[src/rtl/led_blink_pkg.sv]
// Shared encodings for the multi-channel LED blinker.
package led_blink_pkg;

   // Per-channel mode field encodings
   localparam logic [1:0] MODE_OFF   = 2'b00;
   localparam logic [1:0] MODE_ON    = 2'b01;
   localparam logic [1:0] MODE_BLINK = 2'b10;
   localparam logic [1:0] MODE_BURST = 2'b11;

   // Channel FSM states: idle, flash on, flash off, inter-burst gap
   typedef enum logic [1:0] {
      ST_IDLE = 2'b00,
      ST_FON  = 2'b01,
      ST_FOFF = 2'b10,
      ST_GAP  = 2'b11
   } chan_state_e;

endpackage

[src/rtl/led_chan_fsm.sv]
// One LED channel: mode tracking, phase/flash counters and registered LED drive.
module led_chan_fsm
   import led_blink_pkg::*;
#(
   parameter int unsigned HALF_BASE  = 500,
   parameter int unsigned BURST_N    = 3,
   parameter int unsigned GAP_HALVES = 4
) (
   input  logic       clk,
   input  logic       rst,
   input  logic       tick,
   input  logic       sync,
   input  logic [1:0] mode,
   input  logic [1:0] rate,
   output logic       led
);

   localparam int unsigned PW = $clog2(HALF_BASE * GAP_HALVES);
   localparam int unsigned FW = $clog2(BURST_N + 1);

   chan_state_e   state, state_n;
   logic [PW-1:0] pc, pc_n;
   logic [FW-1:0] fc, fc_n, fc_inc;
   logic [1:0]    mode_q;
   logic          led_n;
   logic          half_end, gap_end;
   int unsigned   half;

   // State, counters, stored mode and LED flop
   always_ff @(posedge clk or posedge rst) begin
      if (rst) begin
         state  <= ST_IDLE;
         pc     <= '0;
         fc     <= '0;
         mode_q <= MODE_OFF;
         led    <= 1'b0;
      end else begin
         state  <= state_n;
         pc     <= pc_n;
         fc     <= fc_n;
         mode_q <= mode;
         led    <= led_n;
      end
   end

   // Next-state: sync beats mode change beats tick; half-period follows live rate
   always_comb begin
      state_n  = state;
      pc_n     = pc;
      fc_n     = fc;
      led_n    = led;
      half     = HALF_BASE >> rate;
      half_end = (32'(pc) >= half - 32'd1);
      gap_end  = (32'(pc) >= GAP_HALVES * half - 32'd1);
      fc_inc   = fc + FW'(1);

      if (sync) begin
         state_n = ST_IDLE;
         pc_n    = '0;
         fc_n    = '0;
         led_n   = 1'b0;
      end else if (mode != mode_q || mode == MODE_OFF || mode == MODE_ON) begin
         state_n = ST_IDLE;
         pc_n    = '0;
         fc_n    = '0;
         led_n   = (mode == MODE_ON);
      end else if (tick) begin
         case (state)
            ST_IDLE: begin
               state_n = ST_FON;
               pc_n    = '0;
               led_n   = 1'b1;
            end
            ST_FON: begin
               if (half_end) begin
                  pc_n  = '0;
                  led_n = 1'b0;
                  if (mode == MODE_BURST) begin
                     fc_n    = fc_inc;
                     state_n = (32'(fc_inc) == BURST_N) ? ST_GAP : ST_FOFF;
                  end else begin
                     state_n = ST_FOFF;
                  end
               end else begin
                  pc_n = pc + PW'(1);
               end
            end
            ST_FOFF: begin
               if (half_end) begin
                  state_n = ST_FON;
                  pc_n    = '0;
                  led_n   = 1'b1;
               end else begin
                  pc_n = pc + PW'(1);
               end
            end
            ST_GAP: begin
               if (gap_end) begin
                  state_n = ST_FON;
                  pc_n    = '0;
                  fc_n    = '0;
                  led_n   = 1'b1;
               end else begin
                  pc_n = pc + PW'(1);
               end
            end
            default: begin
               state_n = ST_IDLE;
               pc_n    = '0;
               fc_n    = '0;
               led_n   = 1'b0;
            end
         endcase
      end
   end

endmodule

[src/rtl/led_blink_multi.sv]
// Multi-channel LED blinker: shared prescaler tick, sync realign, CH channel FSMs.
module led_blink_multi
   import led_blink_pkg::*;
#(
   parameter int unsigned CH         = 4,
   parameter int unsigned TICK_DIV   = 100000,
   parameter int unsigned HALF_BASE  = 500,
   parameter int unsigned BURST_N    = 3,
   parameter int unsigned GAP_HALVES = 4
) (
   input  logic              clk,
   input  logic              R,
   input  logic [2*CH-1:0]   mode,
   input  logic [2*CH-1:0]   rate,
   input  logic              sync,
   output logic              tick,
   output logic [CH-1:0]     LED
);

   localparam int unsigned CW = $clog2(TICK_DIV);

   logic [CW-1:0] count;

   // Prescaler: wraps at TICK_DIV-1, tick fires the cycle after; sync realigns
   always_ff @(posedge clk or posedge R) begin
      if (R) begin
         count <= '0;
         tick  <= 1'b0;
      end else if (sync) begin
         count <= '0;
         tick  <= 1'b0;
      end else begin
         tick  <= (count == CW'(TICK_DIV - 1));
         count <= (count == CW'(TICK_DIV - 1)) ? '0 : count + CW'(1);
      end
   end

   // One independent FSM per channel
   for (genvar i = 0; i < int'(CH); i++) begin : g_chan
      led_chan_fsm #(
         .HALF_BASE  (HALF_BASE),
         .BURST_N    (BURST_N),
         .GAP_HALVES (GAP_HALVES)
      ) u_chan (
         .clk  (clk),
         .rst  (R),
         .tick (tick),
         .sync (sync),
         .mode (mode[2*i +: 2]),
         .rate (rate[2*i +: 2]),
         .led  (LED[i])
      );
   end

endmodule
[config.mk]
export PLATFORM = sky130hd
export DESIGN_NAME = led_blink_multi
export DESIGN_NICKNAME = d
export VERILOG_FILES = /design/src/rtl/led_blink_pkg.sv /design/src/rtl/led_chan_fsm.sv /design/src/rtl/led_blink_multi.sv
export SDC_FILE = /design/constraint.sdc
export NUM_CORES = 1
export LEC_CHECK = 0
export CAP_MARGIN = 20
export CORE_MARGIN = 2
export CORE_UTILIZATION = 50
export DETAILED_ROUTE_END_ITERATION = 16
export PLACE_DENSITY = 0.69
export SYNTH_ARGS = -nofsm -noshare
export SYNTH_HDL_FRONTEND = slang
export SYNTH_HIERARCHICAL = 1
export SYNTH_SLANG_ARGS = --single-unit
[constraint.sdc]
create_clock -name clk -period 5.6 [get_ports clk]
set_input_delay 0.56 -clock clk [delete_from_list [all_inputs] [get_ports clk]]
set_output_delay 0.56 -clock clk [all_outputs]
set_load 0.03 [all_outputs]
==> After elaboration in Yosys (flattened, before gate mapping) <==
Cells that the tools add are included.
Widths: inputs -> output; s select.
{ "word_totals": {"reg_bits": 90, "wordCells": 251, "output_inout_bits": 5, "input_bits": 19} }
{ "classes": {"n_reduce_logical": 36, "n_mux": 119, "eq_ne": 45, "n_lt_le_gt_ge": 8, "addsub": 17, "shifts": 4} }
{ "op_table": {"columns": ["op", "n"], "rows": [
  ["$ge 11x32->1", 8],
  ["$sub 32x1->32 const B", 8],
  ["$mux 11", 20],
  ["$pmux 11 s3", 4],
  ["$shr 9x2->32 const A", 4],
  ["$mux 2", 52],
  ["$ne 4x2->1 const B", 16],
  ["$add 11x1->11 const B", 4],
  ["$mux 17", 2],
  ["$eq 2x2->1 const B", 16],
  ["$pmux 2 s4", 4],
  ["$mux 1", 29],
  ["$reduce_and 5->1", 4],
  ["$add 17x1->17 const B", 1],
  ["$eq 17x17->1 const B", 1],
  ["$eq 2x1->1 const B", 8],
  ["$logic_not 2->1", 8],
  ["$pmux 1 s4", 4],
  ["$pmux 2 s2", 4],
  ["$reduce_and 4->1", 4],
  ["$reduce_bool 4->1", 4],
  ["$reduce_bool 3->1", 4],
  ["$add 2x1->2 const B", 4],
  ["$logic_or 1x1->1", 8],
  ["2 further kinds", 8]
]} }

==> Longest topological paths before layout <==
Gate-level depths: netlist of run 1.
{ "depth": {"depth_word": 9, "depth_mapped": 10, "ltp_nobuf": 9} }

==> Hierarchy <==
Netlist of run 1, hierarchy kept.
{ "modules_own_cells": {"columns": ["mod", "area_each_um2", "instances", "seq_area_each_um2", "cells_per_inst"], "rows": [
  ["led_chan_fsm at g_chan[0].u_chan ...", 1462.7, 3, 450.4, 158],
  ["led_chan_fsm at g_chan[3].u_chan", 1524.0, 1, 450.4, 173],
  ["led_blink_multi", 908.4, 1, 450.4, 87]
]} }

==> Worst setup path before layout of run 1 <==
Ideal clock, no wire load.
{ "synth_timing": {"kind": "in2reg", "from": "in rate[7]", "to": "reg g_chan[3].u_chan.led", "t_arrival_ns": 2.407, "required_time_ns": 5.472, "cell_stages": 8, "setup_ns": 0.128, "path_buffers": 0, "setup_slack_ns": 3.066, "cell_sequence": "nor2_1 inv_1 ha_1 nand3_1 or4_4 and3b_4 o31ai_4 mux2_1"} }
{ "synth_via": {"elab_chain_len": 5, "elab_cells_between_ends": 9, "classes_between": "add/sub (2); order compare (2); eq/ne (3); shift (1); reduce/logical (1)"} }
{ "synth_lines": {"columns": ["item", "line_no", "source"], "rows": [
  ["start, declared", "led_blink_multi.sv:14", "input logic [2*CH-1:0] rate,"],
  ["$shr 9x2->32 (*)", "led_chan_fsm.sv:52", "half = HALF_BASE >> rate;"],
  ["$sub 32x1->32 (on tied branches)", "led_chan_fsm.sv:54, led_chan_fsm.sv:53", null],
  ["$ge 11x32->1 (on tied branches)", "led_chan_fsm.sv:54, led_chan_fsm.sv:53", null],
  ["$ne 4x2->1 (no line)", null, null],
  ["$reduce_and 4->1 (no line) (*)", null, null],
  ["end signal, assigned", "led_chan_fsm.sv:42", "led <= led_n;"],
  ["end, declared", "led_chan_fsm.sv:15", "output logic led"]
]} }
Mark *: on every way between the ends. The rest lies on a longest branch, timed or not.
A chain may end at the register's enable or synchronous reset.

==> Final worst setup path of run 1 <==
{ "layout_timing": {"from": "in rate[7]", "to": "reg g_chan[3].u_chan.pc[7]"} }
{ "layout_via": {"elab_chain_len": 8, "elab_cells_between_ends": 11, "classes_between": "add/sub (2); order compare (2); shift (1); mux (6)"} }
{ "layout_lines": {"columns": ["item", "line_no", "source"], "rows": [
  ["$shr 9x2->32 (*)", "led_chan_fsm.sv:52", null],
  ["$sub 32x1->32 (on tied branches)", "led_chan_fsm.sv:54, led_chan_fsm.sv:53", null],
  ["$ge 11x32->1 (on tied branches)", "led_chan_fsm.sv:54, led_chan_fsm.sv:53", null],
  ["$mux 11 (on tied branches)", "led_chan_fsm.sv:98, led_chan_fsm.sv:75, led_chan_fsm.sv:89", null],
  ["$pmux 11 s3 (*)", "led_chan_fsm.sv:68", "case (state)"],
  ["$mux 11 (*)", "led_chan_fsm.sv:67", "end else if (tick) begin"],
  ["$mux 11 (*)", "led_chan_fsm.sv:62", "end else if (mode != mode_q || mode == MODE_OFF || mode == MODE_ON) begin"],
  ["$mux 11 (*)", "led_chan_fsm.sv:57", "if (sync) begin"],
  ["end signal, assigned", "led_chan_fsm.sv:39", "pc <= pc_n;"],
  ["end, declared", "led_chan_fsm.sv:22", "logic [PW-1:0] pc, pc_n;"]
]} }
Mark *: on every way between the ends. The rest lies on a longest branch, timed or not. The select of a mux whose other input is x is not followed.

==> impl_metrics.csv, run 1 <==
group,metric,value,unit
synthesis,synth_cells,734,
clock_tree,clockBufferDepth,2,
sta,tightest_slew,0.7825,ns
synthesis,synthTopCellsByCount,"90 x dfrtp_1, 87 x ha_1, 64 x nor2_1, 51 x inv_1, 46 x nand2_1",
floorplanning,std_cell_rows,42,
clock_tree,clock_sinks,90,
synthesis,synth.area.top_cells,"dfrtp_1 33%, ha_1 16%, nor2_1 3.5%",
critical_path,critical_path_class,"input pin to flop",
sta,fin_crit_sh,0.5311,
critical_path,r2r_setup_slack,3.20,ns
route,drt_iter0_markers,410,
power_and_ir_drop,ir_drop,0.0001578,V
critical_path,cp_num_buf_inv,3,
critical_path,required,5.86,ns
floorplanning,fp.dieH,120.8,um
clock_tree,cts_post_setup_buffers_inserted,0,
synthesis,synth-simple-area-share,0.2143,
place,portBuffers,23,
critical_path,crit_path_cell_trace,"clkdlybuf4s50_1 -> nor2_1 -> inv_1 -> ha_1 -> nand2b_1 -> a211o_1 -> o22ai_1 -> buf_4 -> o21ai_4 -> o211ai_1",
clock_tree,htree_num_levels,3,
critical_path,cp_max_fo,6,
place,pre_cts_ws,1.987,ns
cells_and_area,n_fill_cell,1174,
place,place_hpwl,11.00,mm
sta,finalHoldViolCount,0,
route,first_pass_iters,5,
floorplanning,initial_core_util,0.5130,
global_route,grt_pass1_wl,25.63,mm
synthesis,syn-cell-area,6820,um^2
cells_and_area,fin_nets,868,
sta,post-route-worst-setup-slack,2.626,ns
critical_path,crit_start,"rate[7]",
cells_and_area,syn2layout_area_growth,9.723,%
clock_tree,cts_hold_buf,0,
route,ant_nets,0,
run,cap_violations,0,
floorplanning,dieArea,14590,um^2
critical_path,crit_family,"compound AO/OA/AOI/OAI gates",
sta,relSlewSlack,0.4764,
clock_tree,clk_pin_slew,0.07,ns
synthesis,synth_top_family_by_area,"simple AND/OR/NAND/NOR gates",
critical_path,critical_path.slowest_cell,"clkdlybuf4s50_1",
global_route,antenna_found_initial,0,
synthesis,synth_top_area_frac,0.3302,
global_route,grt_pass1_vias,5534,
sta,setup_viol,0,
critical_path,end_kind,"flop",
synthesis,synth_compound_area_frac,0.1965,
floorplanning,core-area,13300,um^2
power_and_ir_drop,power.density,186.6,nW/um^2
clock_tree,cts_tree,"built",
cells_and_area,antennaDiodeCount,0,
synthesis,synth_edf_count,0,
synthesis,synth_top_flop_cell,"dfrtp_1",
critical_path,r2r_cells,7,
synthesis,ys_ff_latch,90,
sta,skew,0.005912,ns
synthesis,synth.largest_area_cell,"dfrtp_1",
global_route,grtUsageTotal,0.2159,
synthesis,yosys_warnings,6,
clock_tree,worstSkewPairLatency,0.35,ns
sta,tns,0,ns
synthesis,ys_async_sr_fraction,1.000,
route,wl,14.73,mm
place,gp_congestion,0.8245,
route,via_per_inst,5.945,
synthesis,synth_most_common_cell,"dfrtp_1",
synthesis,yosysUniqueCellTypes,67,
synthesis,synth_adder_area_share,0.1596,
global_route,grt_max_degree,19,
sta,layout_min_cycle_time,2.974,ns
route,routedWlPerCell,15.62,um
cells_and_area,utilization,0.5629,
clock_tree,cts-root-buf,"clkbuf_16",
synthesis,seq_area_frac_synth,0.3302,
cells_and_area,layout-drive-gt1-share,0.05997,
critical_path,r2r_start,"g_chan[3].u_chan/pc[6]",
critical_path,crit_cells,10,
run_status,status,"completed",
critical_path,start_kind,"input pin",
min_path,hold_class,"flop to flop",
clock_tree,cts_made_buffers,9,
floorplanning,ioPinCount,24,
critical_path,worstPathArrival,3.23,ns
floorplanning,die_x,120.8,um
sta,timing.fmax,336.2,MHz
critical_path,r2r_end,"g_chan[3].u_chan/led",
route,drt_drc_violations_left,0,
sta,rsz0062_at_grt,"no",
synthesis,avgSynthCellArea,9.292,um^2
critical_path,max_stage_delay,0.53,ns
global_route,grt.overflow.total,0,
clock_tree,cts-resized-gates,0,
synthesis,synthXorXnorAreaFrac,0.03339,
power_and_ir_drop,leakage,3.365,nW
synthesis,yosys-mux-area-fraction,0.01816,
critical_path,cp-endpoint,"g_chan[3].u_chan/pc[7]",
sta,slew_violations,0,
route,vias,5606,
worst reg2reg max path, stage by stage (launching register included):
cell	delay, ns
dfrtp_1	0.47
ha_1	0.32
a31o_1	0.14
a21oi_1	0.08
or4_4	0.54
and3b_4	0.23
o31ai_4	0.17
mux2_1	0.34
worst min path at each step:
stage | from | end | slack (ns) | cells past startpoint
floorplan | count[0] | count[0] | 0.47 | 1
global placement | g_chan[3].u_chan/led | g_chan[3].u_chan/led | 0.48 | 1
detailed placement | g_chan[1].u_chan/led | g_chan[1].u_chan/led | 0.49 | 1
CTS | g_chan[1].u_chan/led | g_chan[1].u_chan/led | 0.51 | 1
global route | g_chan[1].u_chan/led | g_chan[1].u_chan/led | 0.53 | 1
finish | g_chan[1].u_chan/led | g_chan[1].u_chan/led | 0.50 | 1
routing by layer:
metal  vias to the layer above  share of wire  GRT usage
met2                        92           0.49     0.3658
li1                       2753              -          -
met3                        15          0.033    0.04623
met4                         0          0.013    0.06032
met5                         -              0          0
met1                      2746           0.47     0.2786
state kept, by name, indices dropped and copies added (netlist names):
signal                count
count                    17
g_chan.u_chan/fc          8
g_chan.u_chan/led         4
g_chan.u_chan/mode_q      8
g_chan.u_chan/pc         44
g_chan.u_chan/state       8
tick                      1
report_power, final:
group          switching, W  internal (W)  total [W]
logic             0.0000704     0.0000416   0.000112
registers        0.00000691      0.000657   0.000664
clock network      0.000270      0.000350   0.000620
stage by stage:
step,total power [W],hold slack [ns],std cells,instance area (um^2)
after floorplan,0.0007440,0.4709,738,6835
after global placement,0.0007835,0.4843,926,7173
after detailed placement,0.0007883,0.4890,926,7173
after CTS,0.001413,0.5098,942,7476
after global routing,0.001459,0.5331,943,7483
final,0.001396,0.5029,943,7483
placed cells by master, fill, tap and decap left out, types with 12 or more instances in the layout:
cell             count
a21oi_1             41
a31oi_1             27
nand3_1             42
xnor2_1             17
ha_1                87
o21ai_0             12
inv_1               51
and3_1              17
clkdlybuf4s50_1     23
nand2_1             46
a211oi_1            13
dfrtp_1             90
o211ai_1            13
nand2b_1            19
nor2_1              64
logic make-up after synthesis:
kind of cell               count (synthesis)
AOI/OAI and AO/OA                        181
xor gates and xnor gates                  26
adders and majority gates                 87
buffers and inverters                     64
DFF                                       90
muxes                                     11
other                                      4
and+or+nand+nor                          271
layout make-up:
type | count | area [um^2] | share of cell area
Timing Repair Buffer | 24 | 237.7 | 0.03177
Clock buffer | 9 | 225.2 | 0.03010
Inverter | 53 | 198.9 | 0.02658
Tap cell | 176 | 220.2 | 0.02943
Sequential cell | 90 | 2252 | 0.3010
Multi-Input combinational cell | 584 | 4272 | 0.5708
Clock inverter | 7 | 77.57 | 0.01037
Note: power is estimated with default switching activity, not from simulation.
==> inputs of run 2 (changes only) <==
==> constraint.sdc (replaced) <==
create_clock -name clk -period 3 [get_ports clk]
set_input_delay 0.3 -clock clk [delete_from_list [all_inputs] [get_ports clk]]
set_output_delay 0.3 -clock clk [all_outputs]
set_load 0.03 [all_outputs]
==> impl_metrics.csv, run 2 (same netlist as run 1, synthesis figures left out) <==
group,metric,value,unit
clock_tree,cts_tree,"built",
place,portBuffers,23,
cells_and_area,final_common_cell,"dfrtp_1",
critical_path,cpMostUsedCell,"nor2_1",
route,via_per_inst,5.859,
clock_tree,cts-root-buf,"clkbuf_16",
run,cap_violations,0,
route,vias,5543,
global_route,grt_max_degree,19,
min_path,hold_class,"flop to flop",
critical_path,cp_max_fo,6,
floorplanning,core-area,13300,um^2
power_and_ir_drop,power,0.002691,W
critical_path,start_kind,"input pin",
critical_path,critical_path_class,"input pin to flop",
route,drt_drc_violations_left,0,
cells_and_area,largest-register,"g_chan.u_chan/pc",
sta,timing.fmax,370.0,MHz
clock_tree,clock_sinks,90,
critical_path,crit_family,"compound AO/OA/AOI/OAI gates",
clock_tree,clk_pin_slew,0.06,ns
cells_and_area,layout-drive-gt1-share,0.06364,
global_route,grt_pass1_vias,5524,
route,ant_nets,0,
critical_path,crit_path_cell_trace,"clkdlybuf4s50_1 -> nor2_1 -> inv_1 -> ha_1 -> a211oi_1 -> o21ai_1 -> a22oi_1 -> a21oi_1 -> nor2_1 -> mux2_1",
critical_path,critical_path.slowest_cell,"clkdlybuf4s50_1",
clock_tree,cts_made_buffers,9,
power_and_ir_drop,leakage,3.404,nW
sta,tns,0,ns
sta,relSlewSlack,0.5189,
critical_path,max_stage_delay,0.53,ns
power_and_ir_drop,ir_drop,0.0002220,V
place,placed_cells,932,
sta,layout_min_cycle_time,2.702,ns
sta,slew_violations,0,
clock_tree,cts-resized-gates,0,
sta,tightest_slew,0.7209,ns
run_status,status,"completed",
cells_and_area,largest_register_ffs,44,
global_route,grtUsageTotal,0.2156,
route,routedWlPerCell,15.41,um
floorplanning,die_x,120.8,um
global_route,grt.overflow.total,0,
floorplanning,dieArea,14590,um^2
cells_and_area,n_fill_cell,1146,
sta,skew,0.003661,ns
critical_path,required,3.22,ns
route,wl,14.58,mm
cells_and_area,syn2layout_area_growth,10.62,%
place,gp_congestion,0.8777,
clock_tree,worstSkewPairLatency,0.34,ns
cells_and_area,fin_nets,873,
sta,setup_viol,0,
sta,finalHoldViolCount,0,
clock_tree,cts_hold_buf,0,
cells_and_area,final_cell_count_no_fill,946,
critical_path,cp_num_buf_inv,2,
place,place_hpwl,10.88,mm
cells_and_area,antennaDiodeCount,0,
power_and_ir_drop,power.density,356.6,nW/um^2
route,first_pass_iters,5,
floorplanning,fp.dieH,120.8,um
sta,rsz0062_at_grt,"no",
global_route,antenna_found_initial,0,
cells_and_area,multi_input_area,4272,um^2
floorplanning,ioPinCount,24,
floorplanning,std_cell_rows,42,
route,drt_iter0_markers,322,
global_route,grt_pass1_wl,25.66,mm
cells_and_area,layout_common_cells,"90 x dfrtp_1, 87 x ha_1, 64 x nor2_1, 51 x inv_1, 46 x nand2_1",
sta,fin_crit_sh,0.9008,
cells_and_area,register_area,2252,um^2
clock_tree,htree_num_levels,3,
clock_tree,cts_post_setup_buffers_inserted,0,
cells_and_area,largestRegisters,"g_chan.u_chan/pc x44, count x17",
clock_tree,clockBufferDepth,2,
floorplanning,initial_core_util,0.5130,
critical_path,worstPathArrival,2.92,ns
critical_path,end_kind,"flop",
## run 2: path summary, 6_finish.rpt
kind	start	endpoint	slack (ns)	depth (start not counted)
hold / removal	g_chan[3].u_chan/led	g_chan[3].u_chan/led	0.49	1
hold reg to reg	g_chan[3].u_chan/led	g_chan[3].u_chan/led	0.49	1
max in group asynchronous	R	g_chan[2].u_chan/pc[8]	1.98	2
min in group asynchronous	R	count[14]	0.54	2
setup / recovery	rate[1]	g_chan[0].u_chan/state[0]	0.30	10
setup reg to reg	g_chan[3].u_chan/pc[6]	g_chan[3].u_chan/led	0.63	7
## run 2: stage by stage
stage | instance area (um^2) | util | hold WS, ns | setup slack, ns
after floorplan | 6835 | - | 0.2386 | 0.7258
after global placement | 7218 | 0.5429 | 0.4707 | 0.1642
after detailed placement | 7218 | 0.5429 | 0.4808 | -0.02695
after CTS | 7545 | 0.5675 | 0.4946 | 0.3101
after global routing | 7545 | 0.5675 | 0.5221 | 0.03367
final | 7545 | 0.5675 | 0.4937 | 0.2977
## run 2: area by class of cell
| class | count | area share |
|---|---|---|
| Tap cell | 176 | 0.02919 |
| Clock buffer | 12 | 0.03532 |
| Sequential cell | 90 | 0.2985 |
| Inverter | 53 | 0.02637 |
| Clock inverter | 2 | 0.007960 |
| Timing Repair Buffer | 29 | 0.03648 |
| Multi-Input combinational cell | 584 | 0.5662 |
## run 2: metal layers
metal	part of all wire	global-route usage	vias up
met3	0.029	0.02594	15
li1	-	-	2765
met2	0.47	0.3612	84
met1	0.48	0.2882	2679
met4	0.013	0.07485	0
met5	0	0	-
## run 2: where the power goes
| group | switching [W] | leakage (nW) | internal (W) |
|---|---|---|---|
| logic | 0.000130 | 2.01 | 0.0000795 |
| clock network | 0.000451 | 0.161 | 0.000789 |
| registers | 0.0000128 | 1.23 | 0.00123 |
| total | 0.000594 | 3.40 | 0.00210 |
==> RTL edit 1, RTL diff (flow settings as in run 2) <==
Encoding of `chan_state_e`: now one-hot (4 bits for 4 states).
--- a/src/rtl/led_blink_pkg.sv
+++ b/src/rtl/led_blink_pkg.sv
@@ -8,11 +8,11 @@
    localparam logic [1:0] MODE_BURST = 2'b11;
 
    // Channel FSM states: idle, flash on, flash off, inter-burst gap
-   typedef enum logic [1:0] {
-      ST_IDLE = 2'b00,
-      ST_FON  = 2'b01,
-      ST_FOFF = 2'b10,
-      ST_GAP  = 2'b11
+   typedef enum logic [3:0] {
+      ST_IDLE = 4'b0001,
+      ST_FON  = 4'b0010,
+      ST_FOFF = 4'b0100,
+      ST_GAP  = 4'b1000
    } chan_state_e;
 
 endpackage
Check against the original RTL: same outputs for any inputs over 10 cycles, from zero or initial values; not proved beyond that.
==> RTL edit 1 against run 2 <==
Utilization is 0.68 points lower; sequential cell count is 8 higher; largest power group unchanged; worst setup slack better by 0.12 ns; largest cell class unchanged; final cell count is 5.1% lower; die area is 1.3% lower; area after synthesis is 1.3% lower; first-iteration DRC count is 11% lower; routed wire length is 5.9% lower; sequential power is 9% higher; cell area is 2.0% lower; total power is 2.1% higher.
==> RTL edit 1: results (changes against run 2) <==
| Metric | Value |
|---|---|
| Status | `complete, no violations (unchanged)` |
| Wire length of the first global-routing pass | `24.3 mm (was 25.7 mm)` |
| #MultiIn Comb | `536 (was 584)` |
| Met1 usage | `27.7% (was 28.8%)` |
| Vias/cell | `5.77 (was 5.86)` |
| M2 GR Usage | `33.6% (was 36.1%)` |
| Buffering overhead | `4.03% (was 3.65%)` |
| Reg2reg path depth | `8 (was 7)` |
| Main area contributors after synthesis | `dfrtp_1, ha_1, xor2_1 (was dfrtp_1, ha_1, nor2_1)` |
| Post-synth top cells | `dfrtp_1, ha_1, nor2_1 (unchanged)` |
| Top flop regs | `g_chan.u_chan/pc: 44 flops, count: 17 flops, g_chan.u_chan/state: 16 flops (was g_chan.u_chan/pc: 44 flops, count: 17 flops)` |
| Flop2flop setup slack | `0.65 ns (was 0.63 ns)` |
| Pre-Repair DR Iteration Count | `4 (was 5)` |
| Sequential share of cell area | `33.2% (was 29.9%)` |
| Leak | `3.49 nW (was 3.40 nW)` |
| Number of global-route vias before repair | `5260 (was 5524)` |
| Clock skew | `0.00436 ns (was 0.00366 ns)` |
| Largest net degree at the start of global routing | `25 (was 19)` |
| Final net count | `809 (was 873)` |
| Worst Setup EP | `g_chan[0].u_chan/led (was g_chan[0].u_chan/state[0])` |
| Count of state elements after synthesis | `98 (was 90)` |
| GR Layer Usage met3 | `3.04% (was 2.59%)` |
| Filler cell count | `1170 (was 1146)` |
| Starting DRC count in detailed routing | `286 (was 322)` |
| DR WL met2 | `6.51 mm (was 6.92 mm)` |
| Reg2Reg Launch Point | `g_chan[2].u_chan/pc[0] (was g_chan[3].u_chan/pc[6])` |
==> RTL edit 1: power breakdown <==
part           internal [W]  switching, W  leakage [nW]
Clock              0.000691      0.000496         0.145
Combinational     0.0000839      0.000122          2.02
Sequential          0.00134     0.0000156          1.33
Total               0.00211      0.000634          3.49
==> RTL edit 1: stage by stage <==
| step | setup WS [ns] | hold WS, ns | std cells | power [W] |
|---|---|---|---|---|
| 2_1_floorplan | 0.726 | 0.239 | 699 | 0.00150 |
| 3_3_place_gp | 0.147 | 0.494 | 882 | 0.00158 |
| 3_5_place_dp | 0.0737 | 0.508 | 882 | 0.00158 |
| 4_1_cts | 0.440 | 0.515 | 898 | 0.00279 |
| 5_1_grt | 0.227 | 0.546 | 898 | 0.00287 |
| 6_report | 0.417 | 0.518 | 898 | 0.00275 |
==> RTL edit 1: worst register-to-register path: stages (launching register included) <==
cell and delay (ns):
dfrtp_1 0.45, inv_1 0.08, ha_1 0.28, nand2b_1 0.10, a211oi_1 0.08, o21a_1 0.21, o31ai_1 0.41, a31o_1 0.29
mux2_2 0.35
==> RTL edit 1: kinds of logic (layout without fill, tap and decap cells) <==
| logic type | count (synthesis) | count (layout) | synth area share (%) |
|---|---|---|---|
| compound gates | 120 | 120 | 12.5 |
| simple gates | 252 | 252 | 20.8 |
| xor+xnor | 63 | 63 | 8.20 |
| other cells | 4 | 8 | 0.223 |
| buf+inv | 65 | 88 | 4.80 |
| fa+ha+maj | 73 | 73 | 13.6 |
| mux | 20 | 20 | 3.35 |
| flops | 98 | 98 | 36.5 |
==> RTL edit 2, RTL diff (settings of run 2) <==
Without the edit above. `BURST_N` is set to 3 in 2 places; all go to 2.
--- a/src/rtl/led_chan_fsm.sv
+++ b/src/rtl/led_chan_fsm.sv
@@ -3,7 +3,7 @@
    import led_blink_pkg::*;
 #(
    parameter int unsigned HALF_BASE  = 500,
-   parameter int unsigned BURST_N    = 3,
+   parameter int unsigned BURST_N    = 2,
    parameter int unsigned GAP_HALVES = 4
 ) (
    input  logic       clk,
--- a/src/rtl/led_blink_multi.sv
+++ b/src/rtl/led_blink_multi.sv
@@ -5,7 +5,7 @@
    parameter int unsigned CH         = 4,
    parameter int unsigned TICK_DIV   = 100000,
    parameter int unsigned HALF_BASE  = 500,
-   parameter int unsigned BURST_N    = 3,
+   parameter int unsigned BURST_N    = 2,
    parameter int unsigned GAP_HALVES = 4
 ) (
    input  logic              clk,
Function: same outputs for any inputs over 10 cycles, from zero or initial values; that may be too few to reach the edited logic, so the function may still have changed.
==> RTL edit 2 against run 2 <==
Worst setup slack improved by 0.081 ns; critical path type unchanged; largest power group unchanged; sequential share of layout area increased by 0.55 points; total power decreased by 2.6%; cell area decreased by 1.8%; register-to-register slack got worse by 0.02 ns; area after synthesis decreased by 1.8%; count of clock-buffer cells in the layout decreased by 2; sequential cell count unchanged; routed wire length increased by 2.2%; utilization decreased by 0.37 points; highest routed layer unchanged.
==> RTL edit 2: results (changes against run 2) <==
| Metric | Value |
|---|---|
| Main area contributors after synthesis | `dfrtp_1, ha_1, nor2_1 (unchanged)` |
| Hold Path End | `g_chan[3].u_chan/fc[1] (was g_chan[3].u_chan/led)` |
| Number of global-route vias before repair | `5542 (was 5524)` |
| Pre-CTS setup slack | `0.0541 ns (was -0.0269 ns)` |
| Share of cells above drive strength 1 | `5.99% (was 6.36%)` |
| Reg2Reg Launch Point | `g_chan[2].u_chan/pc[2] (was g_chan[3].u_chan/pc[6])` |
| Final core utilization | `56.4% (was 56.7%)` |
| Number of library cell types mapped by synthesis | `70 (was 67)` |
| Reg2reg path depth | `8 (was 7)` |
| Slew headroom | `47.9% (was 51.9%)` |
| Reg2reg end | `g_chan[2].u_chan/pc[6] (was g_chan[3].u_chan/led)` |
| Post-synth top cells | `dfrtp_1, ha_1, nor2_1 (unchanged)` |
| Worst EP arrival | `2.89 ns (was 2.92 ns)` |
| Placed Cells | `944 (was 932)` |
| Cells after Synth | `743 (was 734)` |
| Hpwl dp | `11.0 mm (was 10.9 mm)` |
| Vias/cell | `5.86 (about the same)` |
| Hold WS | `0.487 ns (was 0.494 ns)` |
| CP peak stage delay | `0.51 ns (was 0.53 ns)` |
| Final WL | `14.9 mm (was 14.6 mm)` |
| HP Start | `g_chan[3].u_chan/fc[1] (was g_chan[3].u_chan/led)` |
| Gpl congestion | `0.849 (was 0.878)` |
| Status | `complete, no violations (unchanged)` |
| Placed inst area | `7110 um2 (was 7220 um2)` |
| Starting DRC count in detailed routing | `301 (was 322)` |
| Maximum vdd drop | `339 uV (was 222 uV)` |
| Sequential fraction of the synthesis area | `33.6% (was 33.0%)` |
| Leak | `3.42 nW (was 3.40 nW)` |
| Flop2flop setup slack | `0.61 ns (was 0.63 ns)` |
| Wire length of the first global-routing pass | `25.4 mm (was 25.7 mm)` |
| GRT Total Usage | `21.6% (about the same)` |
-- RTL edit 2: cell families (layout without fill, tap and decap cells) --
family	after synthesis	count (layout)	synth area share, %
AOI/OAI and AO/OA	182	182	18.4
xor gates and xnor gates	23	23	3.01
adders and majority gates	87	87	16.3
buffers and inverters	76	113	5.79
DFF	90	90	33.6
muxes	13	13	2.13
other	4	8	0.224
and+or+nand+nor	268	268	20.6
-- RTL edit 2: final cells by class --
cell class / instances / area share [%]
tap: 176 / 2.97
timing repair buffer: 34 / 4.39
sequential: 90 / 30.4
inverter: 63 / 3.19
clock buffer: 10 / 3.09
multi-input combinational: 581 / 55.0
clock inverter: 6 / 0.980
-- RTL edit 2: metal layers --
metal	track usage, %	vias up	wire length [um]	part of all wire, %
met1	27.4	2740	6860	46
met5	0	-	0	0
met4	8.53	0	242	1.6
li1	-	2777	-	-
met2	37.6	89	7340	49
met3	2.76	23	453	3.0
-- RTL edit 2: worst max-delay path by stage --
stage            start                     end  slack, ns  cells past startpoint
6_report       rate[7]  g_chan[3].u_chan/pc[2]       0.38                     10
3_3_place_gp   rate[7]    g_chan[3].u_chan/led       0.17                      9
5_1_grt        rate[1]  g_chan[0].u_chan/pc[9]       0.22                     11
4_1_cts        rate[7]  g_chan[3].u_chan/pc[7]       0.40                     10
2_1_floorplan  rate[7]    g_chan[3].u_chan/led       0.81                      8
3_5_place_dp   rate[7]  g_chan[3].u_chan/pc[7]       0.05                     10
-- RTL edit 2: power by group --
part,internal (W),switching (W)
combinational,0.0000766,0.000127
clock,0.000656,0.000525
sequential,0.00123,0.0000119
-- RTL edit 2: worst register-to-register path: cells and delay by family (launching register included) --
family / cells / cell delay [ns]
AOI/OAI and AO/OA: 6 / 1.30
buffers and inverters: 1 / 0.21
adders and majority gates: 1 / 0.34
DFF: 1 / 0.47
